===== config.mk =====
export PLATFORM = sky130hd
export DESIGN_NAME = rpsc_card12_sequencer
export DESIGN_NICKNAME = d
export VERILOG_FILES = /design/src/rtl/rpsc_card12_sequencer.sv
export SDC_FILE = /design/constraint.sdc
export NUM_CORES = 1
export LEC_CHECK = 0
export CAP_MARGIN = 20
export CELL_PAD_IN_SITES_DETAIL_PLACEMENT = 0
export CELL_PAD_IN_SITES_GLOBAL_PLACEMENT = 2
export CORE_MARGIN = 8
export CORE_UTILIZATION = 46
export CTS_BUF_LIST = sky130_fd_sc_hd__clkbuf_8
export CTS_CLUSTER_SIZE = 14
export DETAILED_ROUTE_END_ITERATION = 8
export DONT_BUFFER_PORTS = 1
export GPL_ROUTABILITY_DRIVEN = 0
export PLACE_DENSITY_LB_ADDON = 0.3
export SLEW_MARGIN = 10
export SYNTH_ARGS = -nofsm -noshare
export SYNTH_HDL_FRONTEND = slang
export SYNTH_SLANG_ARGS = --single-unit

===== constraint.sdc =====
create_clock -name clk -period 6.8 [get_ports clk]
set_clock_uncertainty 0.2 [all_clocks]
set_input_delay 0.68 -clock clk [delete_from_list [all_inputs] [get_ports clk]]
set_output_delay 0.68 -clock clk [all_outputs]
set_load 0.02 [all_outputs]

===== src/rtl/rpsc_card12_sequencer.sv =====
// Supervisory sequencer for one card's fault flip-flop bank.
// It debounces the ack/test buttons, drives the bank reset and lamp test, and latches the first-out fault.
//   state  | meaning
//   IDLE   | waiting for a button request; first-out capture armed
//   CLEAR  | ff_reset pulse to the bank
//   SETTLE | blanking after the clear; faults ignored
//   TEST   | la_test asserted; an ack request aborts into CLEAR
module rpsc_card12_sequencer #(
  parameter int N_FAULT          = 8,
  parameter int DEBOUNCE_CYCLES  = 16,
  parameter int CLR_PULSE_CYCLES = 4,
  parameter int SETTLE_CYCLES    = 2,
  parameter int LAMP_TEST_CYCLES = 1000
) (
  input  logic               clk,
  input  logic               reset,
  input  logic               ack_btn,
  input  logic               test_btn,
  input  logic [N_FAULT-1:0] fault_in,
  output logic               ff_reset,
  output logic               la_test,
  output logic [2:0]         first_fault,
  output logic               first_valid,
  output logic               summary_alarm,
  output logic               busy
);

  localparam int CNT_MAX_A = (CLR_PULSE_CYCLES > SETTLE_CYCLES) ? CLR_PULSE_CYCLES : SETTLE_CYCLES;
  localparam int CNT_MAX   = (LAMP_TEST_CYCLES > CNT_MAX_A) ? LAMP_TEST_CYCLES : CNT_MAX_A;
  localparam int CNT_W     = $clog2(CNT_MAX + 1);
  localparam int DB_W      = $clog2(DEBOUNCE_CYCLES + 1);

  generate
    if (N_FAULT > 8) begin : g_bad_n_fault
      $error("rpsc_card12_sequencer: N_FAULT above 8 does not fit first_fault");
    end
  endgenerate

  typedef enum logic [1:0] {S_IDLE, S_CLEAR, S_SETTLE, S_TEST} state_t;

  state_t             r_state, w_state_nxt;
  logic [CNT_W-1:0]   r_cnt, w_cnt_nxt;
  logic [1:0]         w_btn;
  logic [1:0]         r_sync1, r_sync2, r_db, r_db_d;
  logic [DB_W-1:0]    r_db_cnt [2];
  logic               w_ack_req, w_test_req;
  logic [2:0]         w_low_idx;
  logic               w_any_fault;
  logic               r_ff_reset, r_la_test, r_busy, r_first_valid, r_summary;
  logic [2:0]         r_first_fault;

  // bit 0 = ack, bit 1 = lamp test
  assign w_btn = {test_btn, ack_btn};

  always_ff @(posedge clk or negedge reset) begin
    if (!reset) begin
      r_sync1     <= '0;
      r_sync2     <= '0;
      r_db        <= '0;
      r_db_d      <= '0;
      r_db_cnt[0] <= '0;
      r_db_cnt[1] <= '0;
    end else begin
      r_sync1 <= w_btn;
      r_sync2 <= r_sync1;
      r_db_d  <= r_db;
      for (int b = 0; b < 2; b++) begin
        if (r_sync2[b] == r_db[b]) begin
          r_db_cnt[b] <= '0;
        end else if (r_db_cnt[b] == DB_W'(DEBOUNCE_CYCLES - 1)) begin
          r_db[b]     <= r_sync2[b];
          r_db_cnt[b] <= '0;
        end else begin
          r_db_cnt[b] <= r_db_cnt[b] + 1'b1;
        end
      end
    end
  end

  assign w_ack_req  = r_db[0] & ~r_db_d[0];
  assign w_test_req = r_db[1] & ~r_db_d[1];

  always_comb begin
    w_low_idx = '0;
    for (int i = N_FAULT - 1; i >= 0; i--) begin
      if (fault_in[i]) w_low_idx = 3'(i);
    end
  end

  assign w_any_fault = |fault_in;

  always_ff @(posedge clk or negedge reset) begin
    if (!reset) begin
      r_state <= S_IDLE;
      r_cnt   <= '0;
    end else begin
      r_state <= w_state_nxt;
      r_cnt   <= w_cnt_nxt;
    end
  end

  // Timers count down to zero and hold there; the zero cycle is the last counted one.
  always_comb begin
    w_state_nxt = r_state;
    w_cnt_nxt   = r_cnt;
    case (r_state)
      S_IDLE: begin
        if (w_ack_req) begin
          w_state_nxt = S_CLEAR;
          w_cnt_nxt   = CNT_W'(CLR_PULSE_CYCLES - 1);
        end else if (w_test_req) begin
          w_state_nxt = S_TEST;
          w_cnt_nxt   = CNT_W'(LAMP_TEST_CYCLES - 1);
        end
      end
      S_CLEAR: begin
        if (r_cnt == '0) begin
          w_state_nxt = S_SETTLE;
          w_cnt_nxt   = CNT_W'(SETTLE_CYCLES - 1);
        end else begin
          w_cnt_nxt = r_cnt - 1'b1;
        end
      end
      S_SETTLE: begin
        if (r_cnt == '0) w_state_nxt = S_IDLE;
        else             w_cnt_nxt   = r_cnt - 1'b1;
      end
      S_TEST: begin
        if (w_ack_req) begin
          w_state_nxt = S_CLEAR;
          w_cnt_nxt   = CNT_W'(CLR_PULSE_CYCLES - 1);
        end else if (r_cnt == '0) begin
          w_state_nxt = S_IDLE;
        end else begin
          w_cnt_nxt = r_cnt - 1'b1;
        end
      end
      default: begin
        w_state_nxt = S_IDLE;
        w_cnt_nxt   = '0;
      end
    endcase
  end

  always_ff @(posedge clk or negedge reset) begin
    if (!reset) begin
      r_ff_reset    <= 1'b0;
      r_la_test     <= 1'b0;
      r_busy        <= 1'b0;
      r_summary     <= 1'b0;
      r_first_valid <= 1'b0;
      r_first_fault <= '0;
    end else begin
      r_ff_reset <= (w_state_nxt == S_CLEAR);
      r_la_test  <= (w_state_nxt == S_TEST);
      r_busy     <= (w_state_nxt != S_IDLE);
      r_summary  <= w_any_fault;
      // Entering CLEAR wipes the first-out record even if a fault arrives that same cycle.
      if (w_state_nxt == S_CLEAR && r_state != S_CLEAR) begin
        r_first_valid <= 1'b0;
        r_first_fault <= '0;
      end else if ((r_state == S_IDLE || r_state == S_TEST) && !r_first_valid && w_any_fault) begin
        r_first_valid <= 1'b1;
        r_first_fault <= w_low_idx;
      end
    end
  end

  assign ff_reset      = r_ff_reset;
  assign la_test       = r_la_test;
  assign busy          = r_busy;
  assign summary_alarm = r_summary;
  assign first_valid   = r_first_valid;
  assign first_fault   = r_first_fault;

endmodule

==> run_results.csv <==
group,metric,value,unit
logic_synthesis,async_reset_ff_frac,1.00,
route,wl_met1,1670,um
clock_network,hold_buffers,1,
run,cap_violations,0,
route,route.detailed.drc,0,
cells_and_area,drive_gt1_frac,0.119,
critical_path,r2r_end,"first_valid",
route,drtIter0Drc,47,
timing,min_period,2.48,ns
floorplan,core_area,4030,um2
logic_synthesis,yosysTopAreaCellShare,0.488,
critical_path,end_kind,"flop",
global_route,grt_max_degree,39,
global_route,globalRouteTotalUtil,0.133,
logic_synthesis,ys_seq_area_frac,0.488,
critical_path,crit_type,"reg2reg",
critical_path,critPathLaunchType,"flop",
global_route,first_global_vias,1471,
power_and_ir_drop,leakagePower,0.000989,uW
floorplan,initial_core_util,0.483,
cells_and_area,num-fill-cells,385,
clock_network,ctsLongestPathBuffers,2,
floorplan,rows,23,
critical_path,worstPathArrival,2.45,ns
global_route,antenna_found_initial,0,
logic_synthesis,synth_cell_types,44,
timing,setup_viol,0,
logic_synthesis,yosysTopAreaCell,"dfrtp_1",
timing,max_freq,403,MHz
clock_network,cts_buffers,5,
timing,tightestPinTransition,0.580,ns
global_route,grt_overflow,0,
clock_network,clk_latency,0.29,ns
floorplan,pin_count,20,
logic_synthesis,yosys_warnings,0,
route,via_per_inst,5.80,
route,ant_nets,0,
clock_network,cts_tree,"yes",
floorplan,die_h,81.1,um
placed_design,place_hpwl,2880,um
timing,fin_tns_setup,0,ns
logic_synthesis,synthesis.nets,207,
clock_network,clockRootBuffer,"clkbuf_8",
timing,timing.hold.ws,0.0204,ns
logic_synthesis,synth_edf_count,0,
cells_and_area,fin_nets,213,
logic_synthesis,ys_ff_latch,38,
clock_network,cts_sinks,38,
clock_network,ctsResizeCount,0,
critical_path,reg2reg_depth,8,
logic_synthesis,synth_area_leaders,"dfrtp_1 (49%), ha_1 (5.8%), o21ai_0 (4.4%)",
route,vias,1409,
timing,finalCritPeriodShare,0.365,
clock_network,path_clk_slew,0.08,ns
run_status,status,"completed",
critical_path,crit-reg2reg-launch,"r_state[1]",
route,wl_met3,284,um
clock_network,htreeDepth,2,
critical_path,startpoint,"r_state[1]",
floorplan,die_w,81.1,um
cells_and_area,syn_to_final_growth,8.74,%
logic_synthesis,ys.flop_type,"dfrtp_1",
timing,maxSlewHeadroom,0.611,
critical_path,reg2reg_slack,4.32,ns
clock_network,postCtsSetupRepairBufs,0,
global_route,grt_pass1_wl,6800,um
route,drtPass1Iterations,4,
logic_synthesis,syn_area,1950,um2
power_and_ir_drop,vdd_drop_max,0.144,mV
timing,report.final.slew_viol_count,0,
critical_path,path_max_fanout,6,
logic_synthesis,syn_inst,186,
timing,rsz0062_at_grt,"false",
cells_and_area,diodes,0,
power_and_ir_drop,power_density,323,nW/um2
route,top_layer,"met4",
placed_design,portBuffers,0,
route,dr_wl_met2,1850,um
timing,hold_viol,0,
hold_path,hold_class,"in2async",
critical_path,worstSetupEndpoint,"first_valid",
floorplan,dieArea,6570,um2
critical_path,critPathRequiredTime,6.77,ns
route,drt_wl_total,3860,um
logic_synthesis,syn_area_per_cell,10.5,um2
route,wl_per_cell,15.9,um
## kinds of logic after synthesis
group                    count (synthesis)  synth area share
AO/OA/AOI/OAI                           54             0.191
buffers and inverters                   13            0.0251
adder cells (fa/ha/maj)                  9            0.0578
flip-flops                              38             0.488
AND/OR/NAND/NOR                         63             0.193
multiplexers                             3            0.0174
XOR/XNOR                                 6            0.0270
## state kept, by name (all words and copies together) (netlist names)
name           flops
r_cnt             10
r_db_cnt          10
first_fault        3
r_db               2
r_db_d             2
r_state            2
r_sync1            2
r_sync2            2
busy               1
ff_reset           1
first_valid        1
la_test            1
summary_alarm      1
## metrics by stage
step	utilization	setup slack, ns	instances	power [uW]	cell area (um2)
6_report	0.525	4.32	243	683	2120
5_1_grt	0.525	4.16	243	733	2120
4_1_cts	0.525	4.30	243	687	2120
3_5_place_dp	0.497	4.33	234	519	2000
3_3_place_gp	0.497	4.36	234	515	2000
2_1_floorplan	-	4.52	186	475	1950
## worst min path at each step
stage | startpoint | to | slack, ns
after CTS | reset | r_db_cnt[2] | 0.02
after detailed placement | r_sync1[0] | r_sync2[0] | 0.14
after global placement | r_sync1[1] | r_sync2[1] | 0.13
final | reset | r_db_cnt[0] | 0.02
after floorplan | r_sync1[0] | r_sync2[0] | 0.13
after global routing | reset | r_db_cnt[3] | 0.02
## layer usage
layer	vias up	track usage
met3	6	0.0585
met2	36	0.217
li1	686	-
met1	681	0.149
met5	-	0
met4	0	0.0518
## cell usage after synthesis (2+ instances only)
cell,count
dfrtp_1,38
nor2_1,22
o21ai_0,17
a21oi_1,10
inv_1,10
ha_1,9
nand3_1,7
xor2_1,6
and2_1,5
nand2b_1,5
a31oi_1,4
and3_1,3
mux2_2,3
nand2_1,3
nor4_1,3
or3_1,3
a211oi_1,2
a21o_1,2
a22o_1,2
a41oi_1,2
clkbuf_1,2
nor3_1,2
o22ai_1,2
o2bb2ai_1,2
o41ai_1,2
or4_1,2
## cells in the final DEF, fill, tap and decap left out, types with 2 or more instances in the layout
cell	Yosys	routed
a211oi_1	2	2
a21o_1	2	2
a21oi_1	10	10
a22o_1	2	2
a31oi_1	4	4
a41oi_1	2	2
and2_1	5	5
and3_1	3	3
clkbuf_8	0	6
dfrtp_1	38	38
ha_1	9	9
inv_1	10	10
mux2_2	3	3
nand2_1	3	3
nand2b_1	5	5
nand3_1	7	7
nor2_1	22	22
nor3_1	2	2
nor4_1	3	3
o21ai_0	17	17
o22ai_1	2	2
o2bb2ai_1	2	2
o41ai_1	2	2
or3_1	3	3
or4_1	2	2
xor2_1	6	6
## worst max-delay path, cell delays in order (launching register included)
cell and delay (ns):
dfrtp_1 0.41, inv_1 0.11, ha_1 0.29, o21ba_2 0.24
a31o_2 0.26, a311oi_2 0.37, inv_2 0.11, a211oi_4 0.29
nor2_1 0.09
## area by class of cell
type | instances | area [um2] | area share
flip-flops and latches | 38 | 951 | 0.449
multi-input cells | 135 | 947 | 0.447
clock buffers | 6 | 82.6 | 0.0390
well taps | 50 | 62.6 | 0.0296
inverters | 11 | 41.3 | 0.0195
repair buffers | 1 | 20.0 | 0.00946
clock inverters | 2 | 12.5 | 0.00591
## report_power, final
part | switching (uW) | total, uW | internal (uW)
clock network | 78.6 | 160 | 81.4
logic | 112 | 208 | 96.4
registers | 54.8 | 315 | 260
total | 245 | 683 | 438
No activity file was read; power rests on OpenSTA's default activity.
